File: src/rtl/mux4_arb_pkg.sv
// Shared types and the round-robin pick helper for the 4:1 arbitrated mux.
package mux4_arb_pkg;

    localparam int unsigned NUM_REQ = 4;
    localparam int unsigned SEL_W   = 2;
    localparam int unsigned DATA_W  = 32;

    typedef logic [SEL_W-1:0]   sel_t;
    typedef logic [NUM_REQ-1:0] req_vec_t;

    typedef struct packed {
        logic found;
        sel_t idx;
    } pick_t;

    typedef enum logic {
        EMPTY = 1'b0,
        FULL  = 1'b1
    } state_t;

    // First requester at or after ptr, wrapping modulo NUM_REQ.
    function automatic pick_t rr_pick(req_vec_t req, sel_t ptr);
        pick_t p;
        sel_t  idx;
        p.found = 1'b0;
        p.idx   = '0;
        for (int unsigned k = 0; k < NUM_REQ; k++) begin
            idx = ptr + sel_t'(k);
            if (!p.found && req[idx]) begin
                p.found = 1'b1;
                p.idx   = idx;
            end
        end
        return p;
    endfunction

endpackage

File: src/rtl/mux_4_1.sv
// Plain combinational 4:1 word mux used as the arbiter datapath.
module mux_4_1 #(
    parameter int unsigned DATA_W = 32
) (
    input  logic [1:0]        sel_i,
    input  logic [DATA_W-1:0] d0_i,
    input  logic [DATA_W-1:0] d1_i,
    input  logic [DATA_W-1:0] d2_i,
    input  logic [DATA_W-1:0] d3_i,
    output logic [DATA_W-1:0] y_o
);

    always_comb begin
        unique case (sel_i)
            2'd0:    y_o = d0_i;
            2'd1:    y_o = d1_i;
            2'd2:    y_o = d2_i;
            default: y_o = d3_i;
        endcase
    end

endmodule

File: src/rtl/mux4_rr_arbiter.sv
// Round-robin arbiter with registered 4:1 output stage.
// Optional per-requester grant counters enabled by MUX4_ARB_PERF_EN.
module mux4_rr_arbiter
    import mux4_arb_pkg::*;
#(
    parameter int unsigned DATA_W = mux4_arb_pkg::DATA_W
) (
    input  logic              clk_i,
    input  logic              rst_i,
    input  logic [3:0]        req_valid_i,
    output logic [3:0]        req_ready_o,
    input  logic [DATA_W-1:0] input_0,
    input  logic [DATA_W-1:0] input_1,
    input  logic [DATA_W-1:0] input_2,
    input  logic [DATA_W-1:0] input_3,
    output logic [1:0]        sel_o,
    output logic              valid_o,
    input  logic              ready_i,
`ifdef MUX4_ARB_PERF_EN
    input  logic              cnt_clr_i,
    output logic [4*16-1:0]   grant_cnt_o,
`endif
    output logic [DATA_W-1:0] data_o
);

    state_t            state_q, state_d;
    logic [DATA_W-1:0] data_q, data_d;
    sel_t              sel_q, sel_d;
    sel_t              ptr_q, ptr_d;

    pick_t             pick;
    logic              can_load;
    logic              hs;
    logic [DATA_W-1:0] mux_y;

    assign pick     = rr_pick(req_valid_i, ptr_q);
    assign can_load = (state_q == EMPTY) || ready_i;
    // Ready is held low while reset is asserted, even though the state already reads EMPTY.
    assign hs       = can_load && pick.found && !rst_i;
    assign req_ready_o = hs ? req_vec_t'(4'b0001 << pick.idx) : '0;

    mux_4_1 #(.DATA_W(DATA_W)) u_mux (
        .sel_i (pick.idx),
        .d0_i  (input_0),
        .d1_i  (input_1),
        .d2_i  (input_2),
        .d3_i  (input_3),
        .y_o   (mux_y)
    );

    always_comb begin
        state_d = state_q;
        data_d  = data_q;
        sel_d   = sel_q;
        ptr_d   = ptr_q;
        if (hs) begin
            state_d = FULL;
            data_d  = mux_y;
            sel_d   = pick.idx;
            ptr_d   = pick.idx + sel_t'(1);
        end else if (state_q == FULL && ready_i) begin
            state_d = EMPTY;
        end
    end

    always_ff @(posedge clk_i or posedge rst_i) begin
        if (rst_i) begin
            state_q <= EMPTY;
            data_q  <= '0;
            sel_q   <= '0;
            ptr_q   <= '0;
        end else begin
            state_q <= state_d;
            data_q  <= data_d;
            sel_q   <= sel_d;
            ptr_q   <= ptr_d;
        end
    end

    assign valid_o = (state_q == FULL);
    assign data_o  = data_q;
    assign sel_o   = sel_q;

`ifdef MUX4_ARB_PERF_EN
    logic [15:0] cnt_q [NUM_REQ];
    logic [15:0] cnt_d [NUM_REQ];

    // Clear wins over a same-cycle grant; counts stick at all-ones.
    always_comb begin
        for (int unsigned i = 0; i < NUM_REQ; i++) begin
            cnt_d[i] = cnt_q[i];
            if (cnt_clr_i) begin
                cnt_d[i] = '0;
            end else if (hs && pick.idx == sel_t'(i) && cnt_q[i] != '1) begin
                cnt_d[i] = cnt_q[i] + 16'd1;
            end
        end
    end

    always_ff @(posedge clk_i or posedge rst_i) begin
        if (rst_i) begin
            for (int unsigned i = 0; i < NUM_REQ; i++) cnt_q[i] <= '0;
        end else begin
            for (int unsigned i = 0; i < NUM_REQ; i++) cnt_q[i] <= cnt_d[i];
        end
    end

    assign grant_cnt_o = {cnt_q[3], cnt_q[2], cnt_q[1], cnt_q[0]};
`endif

endmodule
File: config.mk
export PLATFORM = sky130hd
export DESIGN_NAME = mux4_rr_arbiter
export DESIGN_NICKNAME = d
export VERILOG_FILES = /design/src/rtl/mux4_arb_pkg.sv /design/src/rtl/mux_4_1.sv /design/src/rtl/mux4_rr_arbiter.sv
export SDC_FILE = /design/constraint.sdc
export NUM_CORES = 1
export LEC_CHECK = 0
export BUFFER_PORTS_ARGS = -buffer_cell sky130_fd_sc_hd__buf_2
export CAP_MARGIN = 20
export CORE_MARGIN = 2
export CORE_UTILIZATION = 45
export DETAILED_ROUTE_END_ITERATION = 10
export PLACE_DENSITY = 0.88
export SETUP_SLACK_MARGIN = 0.5
export SLEW_MARGIN = 20
export SYNTH_ARGS = -nofsm -noshare
export SYNTH_HDL_FRONTEND = slang
export SYNTH_SLANG_ARGS = --single-unit
export TNS_END_PERCENT = 100
File: constraint.sdc
create_clock -name clk_i -period 4.4 [get_ports clk_i]
set_input_delay 0.88 -clock clk_i [delete_from_list [all_inputs] [get_ports clk_i]]
set_output_delay 0.88 -clock clk_i [all_outputs]
set_load 0.005 [all_outputs]
==> reports/results.ini, run 1 <==
[logic_synthesis]
synth.area.top_cells = dfrtp_1 36%, a21oi_1 13%, mux2_4 12%, a22oi_1 9.4%, nor2b_1 8.3%
synth_common_cells = 66 x a21oi_1, 37 x dfrtp_1, 34 x nor2b_1
yosys_register_bits = 37
syn-instance-count = 261
netlist_area_um2 = 2557
ys.flop_type = dfrtp_1
synth.distinct_cells = 31
yosys.cell_count.top_type = a21oi_1
synth_edf_count = 0
synth_async_sr_flop_share_pct = 100.0
syn_nets = 401
synth_warnings = 0
yosys.area.top_type = dfrtp_1
ys_seq_area_share_pct = 36.20
syn_avg_cell_area_um2 = 9.799
yosysTopAreaCellShare_pct = 36.20

[critical_path]
crit_slowest_cell = or4_2
endpoint_kind = output port
arrival_ns = 2.41
setup.worst_path.class = in2out
path_common_cell = buf_2
critical-path-max-stage-delay_ns = 0.66
worstPathRequired_ns = 3.52
cp-start-kind = input port
crit_chain = buf_2 -> mux2i_1 -> nor2_1 -> or4_2 -> ha_1 -> and2_2 -> buf_2
cp_max_fo = 5
crit_family = simple AND/OR/NAND/NOR gates
path_buf_inv = 2

[sta]
slew_headroom_pct = 31.79
hold_viol_final = 0
worst_pin_slew_ns = 1.020
finalSetupTns_ns = 0
fin_skew_ns = 0.004675
finalCriticalPeriod_ns = 3.295
max_freq_ghz = 0.3035
rsz0062_at_grt = no
drv_slew = 0
hold_slack_ns = 0.5080
setup_viol = 0
finalCritPeriodShare_pct = 74.88

[cells_and_area]
n_fill_cell = 464
synthToLayoutAreaGrowth_pct = 38.36
final_layout_size_suffix_gt1_share_pct = 53.76
fin_nets = 565
final_area_um2 = 3538
antenna_cells = 0

[clocking]
cts_buffers = 5
htree_levels = 2
cts_root_buf = clkbuf_8
clk_latency_ns = 0.28
post_cts_resized = 0
cts_tree = built
clk_pin_slew_worst_paths_ns = 0.06
cts_hold_buf = 0
cts_buffer_depth = 2
cts.sinks = 37
post_cts_buffers = 0

[global_route]
antenna_found_initial = 0
grt_max_degree = 64
grt_first_pass_wirelength_mm = 11.32
grt_use_total_pct = 22.67
grt-ovfl-total = 0
grt_pass1_vias = 2496

[pwr]
peakVddDrop_uv = 256.4
power.total_w = 0.001894
p_leak_nw = 1.773
power.density_nw_per_um2 = 535.4

[floorplan]
start_util_pct = 46.44
die_h_um = 79.39
num_io_pins = 174
die_area_um2 = 6302
core-area_um2 = 5507
fp-row-count = 27
die_w_um = 79.39

[route]
wirelength_mm = 7.221
wl_per_cell_um = 14.50
drt_iter0_drc = 95
drc = 0
vias = 2662
drt_first_pass_iters = 4
ant_nets = 0
vias_per_cell = 5.345

[placement]
portBuffers = 173
place_area_um2 = 3456
gp_congestion = 0.8198
dp_hpwl_mm = 5.442

[min_path]
min_path_type = reg2reg

[status]
outcome = finished, final reports clean

[job]
cap_violations = 0

## kinds of logic (layout without fill, tap and decap cells)
logic type / after synthesis / in the layout / synth area share, %
AO/OA/AOI/OAI: 107 / 107 / 25.05
buffers and inverters: 25 / 190 / 4.550
adder cells (fa/ha/maj): 5 / 5 / 2.446
AND/OR/NAND/NOR: 54 / 54 / 14.33
multiplexers: 33 / 33 / 17.42
flip-flops: 37 / 37 / 36.20
## final cells by class
| type | instances | area, µm² | share of cell area [%] |
|---|---|---|---|
| clock buffers | 6 | 72.57 | 2.051 |
| clock inverters | 2 | 10.01 | 0.2829 |
| inverters | 3 | 11.26 | 0.3182 |
| multi-input cells | 199 | 1518 | 42.89 |
| flip-flops and latches | 37 | 925.9 | 26.17 |
| well taps | 72 | 90.09 | 2.546 |
| repair buffers | 179 | 910.9 | 25.74 |
## flip-flops by register name (all words and copies together), names as in the netlist
name and count:
data_o 32, ptr_q 2, sel_o 2, valid_o 1
## cells in the final DEF, fill, tap and decap left out, types with 2 or more instances in the layout
master / n
a21oi_1: 66
a22oi_1: 32
and2_2: 4
buf_2: 173
buf_4: 6
clkbuf_8: 5
clkinv_2: 2
dfrtp_1: 37
ha_1: 4
inv_1: 3
mux2_2: 12
mux2_4: 20
nand2b_1: 2
nor2_1: 3
nor2b_1: 34
o31ai_1: 3
or2_2: 2
## worst register-to-register path: stages (launching register included)
cell,delay (ns)
dfrtp_1,0.45
mux2i_1,0.24
nor2_1,0.07
nor4_1,0.53
ha_2,0.94
buf_4,0.28
a21oi_1,0.04
a21oi_1,0.17
mux2_4,0.16
## metrics by stage
stage	std cells	utilization, %	setup WS (ns)
after floorplan	261	-	1.073
after global placement	490	62.76	1.109
after detailed placement	490	62.76	0.9428
after CTS	498	64.26	1.104
after global routing	498	64.26	0.9338
final	498	64.26	1.105
## where the power goes
group | internal (W) | switching (W) | total [W] | leakage (nW)
logic | 0.000574 | 0.000497 | 0.00107 | 1.28
clock network | 0.000110 | 0.000114 | 0.000224 | 0.0450
registers | 0.000504 | 0.0000951 | 0.000599 | 0.444
total | 0.00119 | 0.000706 | 0.00189 | 1.77
## layer usage
metal | part of all wire (%) | global-route usage [%] | wire length [µm] | vias up
met5 | 0 | 0 | 0 | -
met4 | 1.0 | 4.310 | 72 | 0
met3 | 7.5 | 4.751 | 540 | 6
met2 | 51 | 42.88 | 3681 | 123
met1 | 41 | 26.40 | 2927 | 1243
li1 | - | - | - | 1290
## final timing paths
path                                                to  cells past startpoint                    from  slack [ns]
worst max-delay path                    req_ready_o[2]                      7          req_valid_i[2]        1.11
worst min-delay path            data_o[28]$_DFFE_PP0P_                      1  data_o[28]$_DFFE_PP0P_        0.51
worst max register to register  data_o[16]$_DFFE_PP0P_                      8    ptr_q[1]$_DFFE_PP0P_        1.48
worst min register to register  data_o[28]$_DFFE_PP0P_                      1  data_o[28]$_DFFE_PP0P_        0.51
max in group asynchronous          valid_o$_DFFE_PP0P_                      3                   rst_i        2.89
min in group asynchronous         ptr_q[0]$_DFFE_PP0P_                      2                   rst_i        0.78
Note: power is estimated with default switching activity, not from simulation.
==> run 2: changes to the inputs <==
--- a/config.mk
+++ b/config.mk
@@ -8,9 +8,9 @@
 export BUFFER_PORTS_ARGS = -buffer_cell sky130_fd_sc_hd__buf_2
 export CAP_MARGIN = 20
 export CORE_MARGIN = 2
-export CORE_UTILIZATION = 45
+export CORE_UTILIZATION = 42
 export DETAILED_ROUTE_END_ITERATION = 10
-export PLACE_DENSITY = 0.88
+export PLACE_DENSITY = 0.83
 export SETUP_SLACK_MARGIN = 0.5
 export SLEW_MARGIN = 20
 export SYNTH_ARGS = -nofsm -noshare
==> constraint.sdc (replaced) <==
create_clock -name clk_i -period 3.4 [get_ports clk_i]
set_input_delay 0.68 -clock clk_i [delete_from_list [all_inputs] [get_ports clk_i]]
set_output_delay 0.68 -clock clk_i [all_outputs]
set_load 0.005 [all_outputs]
==> reports/results.ini, run 2 (same netlist as run 1, synthesis figures left out) <==
[critical_path]
crit_family = simple AND/OR/NAND/NOR gates
path_buf_inv = 2  ; unchanged
ff2ff_setup_slack_ns = 0.93  ; -0.55 ns
arrival_ns = 2.10  ; -0.31 ns
r2r_end = data_o[5]$_DFFE_PP0P_
path_common_cell = buf_2
crit_slowest_cell = a221oi_1
cp_max_fo = 5  ; unchanged
setup.worst_path.class = in2out
r2r_start = ptr_q[1]$_DFFE_PP0P_
worstPathRequired_ns = 2.72  ; -0.80 ns
crit_chain = buf_2 -> nor2b_1 -> a221oi_1 -> nor2_1 -> ha_1 -> and2_2 -> buf_2
cp-start-kind = input port
rr_worst_depth = 8  ; unchanged
critical-path-max-stage-delay_ns = 0.45  ; -0.21 ns
endpoint_kind = output port

[cells_and_area]
largest_register_ffs = 32  ; unchanged
antenna_cells = 0  ; unchanged
final_cell_mix = 173 x buf_2, 66 x a21oi_1, 36 x dfrtp_1
synthToLayoutAreaGrowth_pct = 41.24
n_fill_cell = 525  ; +13%
fin_nets = 571  ; +1.1%
final_area_um2 = 3612  ; +2.1%
final_layout_size_suffix_gt1_share_pct = 55.45  ; +1.7 points
final_common_cell = buf_2

[min_path]
min_path_type = reg2reg
hold_depth = 1  ; unchanged
worstHoldEndpoint = sel_o[0]$_DFFE_PP0P_
min_from = sel_o[0]$_DFFE_PP0P_

[clocking]
cts_hold_buf = 0  ; unchanged
htree_levels = 2  ; unchanged
cts_tree = built
cts.sinks = 37  ; unchanged
cts_buffer_depth = 2  ; unchanged
clk_pin_slew_worst_paths_ns = 0.07  ; about the same
cts_root_buf = clkbuf_8
cts_buffers = 5  ; unchanged
clk_latency_ns = 0.27  ; about the same

[sta]
max_freq_ghz = 0.3591
rsz0062_at_grt = no
worst_pin_slew_ns = 1.041  ; +0.02113 ns
hold_viol_final = 0  ; unchanged
drv_slew = 0  ; unchanged
finalSetupTns_ns = 0  ; unchanged
finalCriticalPeriod_ns = 2.784
slew_headroom_pct = 30.22  ; -1.6 points
fin_skew_ns = 0.004040  ; -0.0006352 ns
finalCritPeriodShare_pct = 81.89
setup_viol = 0  ; unchanged

[pwr]
switching_share_pct = 37.22  ; -0.061 points
internal_power_w = 0.001576  ; +33%
p_leak_nw = 1.798  ; +1.4%
comb_power_share_pct = 56.8  ; +0.3 points
seqPwrFrac_pct = 31.1  ; -0.5 points
peakVddDrop_uv = 341.5  ; +33%
power.density_nw_per_um2 = 694.8  ; +30%
clock_power_share_pct = 12.1  ; +0.3 points
p_sw_w = 0.0009340  ; +32%

[global_route]
grt_pass1_vias = 2478  ; -0.72%
antenna_found_initial = 0  ; unchanged
grt_max_degree = 33  ; -48%
grt-ovfl-total = 0  ; unchanged
grt_use_total_pct = 21.76  ; -0.92 points
grt_first_pass_wirelength_mm = 11.34  ; +0.12%

[route]
wl_per_cell_um = 15.61  ; +7.6%
wirelength_mm = 7.897  ; +9.4%
drc = 0  ; unchanged
vias_per_cell = 5.334  ; -0.21%
drt_first_pass_iters = 4  ; unchanged
drt_iter0_drc = 119  ; +25%
vias = 2699  ; +1.4%
ant_nets = 0  ; unchanged

[placement]
dp_hpwl_mm = 5.753  ; +5.7%
place_area_um2 = 3475  ; +0.54%
portBuffers = 173  ; unchanged
gp_congestion = 0.8306  ; +1.3%

[status]
outcome = finished, final reports clean

[floorplan]
die_h_um = 82.04  ; +3.3%
core-area_um2 = 5886  ; +6.9%
num_io_pins = 174  ; unchanged
die_w_um = 82.04  ; +3.3%
start_util_pct = 43.45  ; -3.0 points
die_area_um2 = 6730  ; +6.8%
fp-row-count = 28  ; +3.7%

[job]
cap_violations = 0  ; unchanged

-- run 2: changes by cell type in the layout (fill, tap and decap cells not counted) --
cell	previous run	this run
ha_1	4	2
or4_2	1	0
or4_4	0	1
dfrtp_1	37	36
clkbuf_8	5	6
nor4_2	0	1
clkinv_2	2	0
nor4_1	1	0
nor3_2	0	1
ha_2	1	3
mux2i_1	1	0
dfrtp_2	0	1
buf_4	6	11
mux2i_2	0	1
-- run 2: how the worst max path moves through the flow --
stage,cells past startpoint,slack (ns),end,start
final,7,0.62,req_ready_o[3],req_valid_i[2]
after CTS,5,0.53,req_ready_o[1],req_valid_i[1]
after floorplan,7,0.51,req_ready_o[2],req_valid_i[2]
after global placement,9,0.53,data_o[3]$_DFFE_PP0P_,req_valid_i[2]
after global routing,7,0.55,req_ready_o[2],req_valid_i[0]
after detailed placement,9,0.44,data_o[5]$_DFFE_PP0P_,req_valid_i[2]
-- run 2: area by class of cell --
cell class              instances  area (µm²)  area share [%]
repair buffers                184       948.4           26.26
well taps                      75       93.84           2.598
inverters                       3       11.26          0.3117
flip-flops and latches         37       927.1           25.67
clock buffers                   7       86.33           2.390
multi-input cells             200        1545           42.78
-- run 2: per-layer routing --
layer / track usage [%] / wire length (µm) / vias to the layer above / part of all wire, %
met5: 0 / 0 / - / 0
met4: 4.500 / 36 / 0 / 0.46
met3: 4.066 / 573 / 4 / 7.3
met2: 42.36 / 4151 / 119 / 53
met1: 24.33 / 3137 / 1270 / 40
li1: - / - / 1306 / -
-- run 2: what timing repair did --
action | CTS | global route
endpoints found under the setup margin | 3 | 4
resized for setup | 5 | 1
hold endpoints to repair | 0 | 0
pin swaps | 0 | 2
gates cloned | 0 | 1
setup buffers | 1 | 2
-- run 2: power groups by stage --
stage          Combinational (W)  Clock (W)  Sequential [W]
3_5_place_dp             0.00141          0        0.000784
2_1_floorplan           0.000903          0        0.000786
3_3_place_gp             0.00137          0        0.000773
5_1_grt                  0.00158   0.000339        0.000808
6_report                 0.00142   0.000304        0.000780
4_1_cts                  0.00143   0.000317        0.000781
-- run 2: stage by stage --
stage / setup WS, ns / std cells / hold WS (ns) / total power (W) / utilization [%]
2_1_floorplan: 0.5055 / 261 / 0.4893 / 0.001689 / -
3_3_place_gp: 0.5253 / 495 / 0.4833 / 0.002142 / 59.03
3_5_place_dp: 0.4443 / 495 / 0.4805 / 0.002196 / 59.03
4_1_cts: 0.5333 / 503 / 0.4976 / 0.002529 / 60.88
5_1_grt: 0.5494 / 506 / 0.5044 / 0.002725 / 61.37
6_report: 0.6156 / 506 / 0.4912 / 0.002510 / 61.37
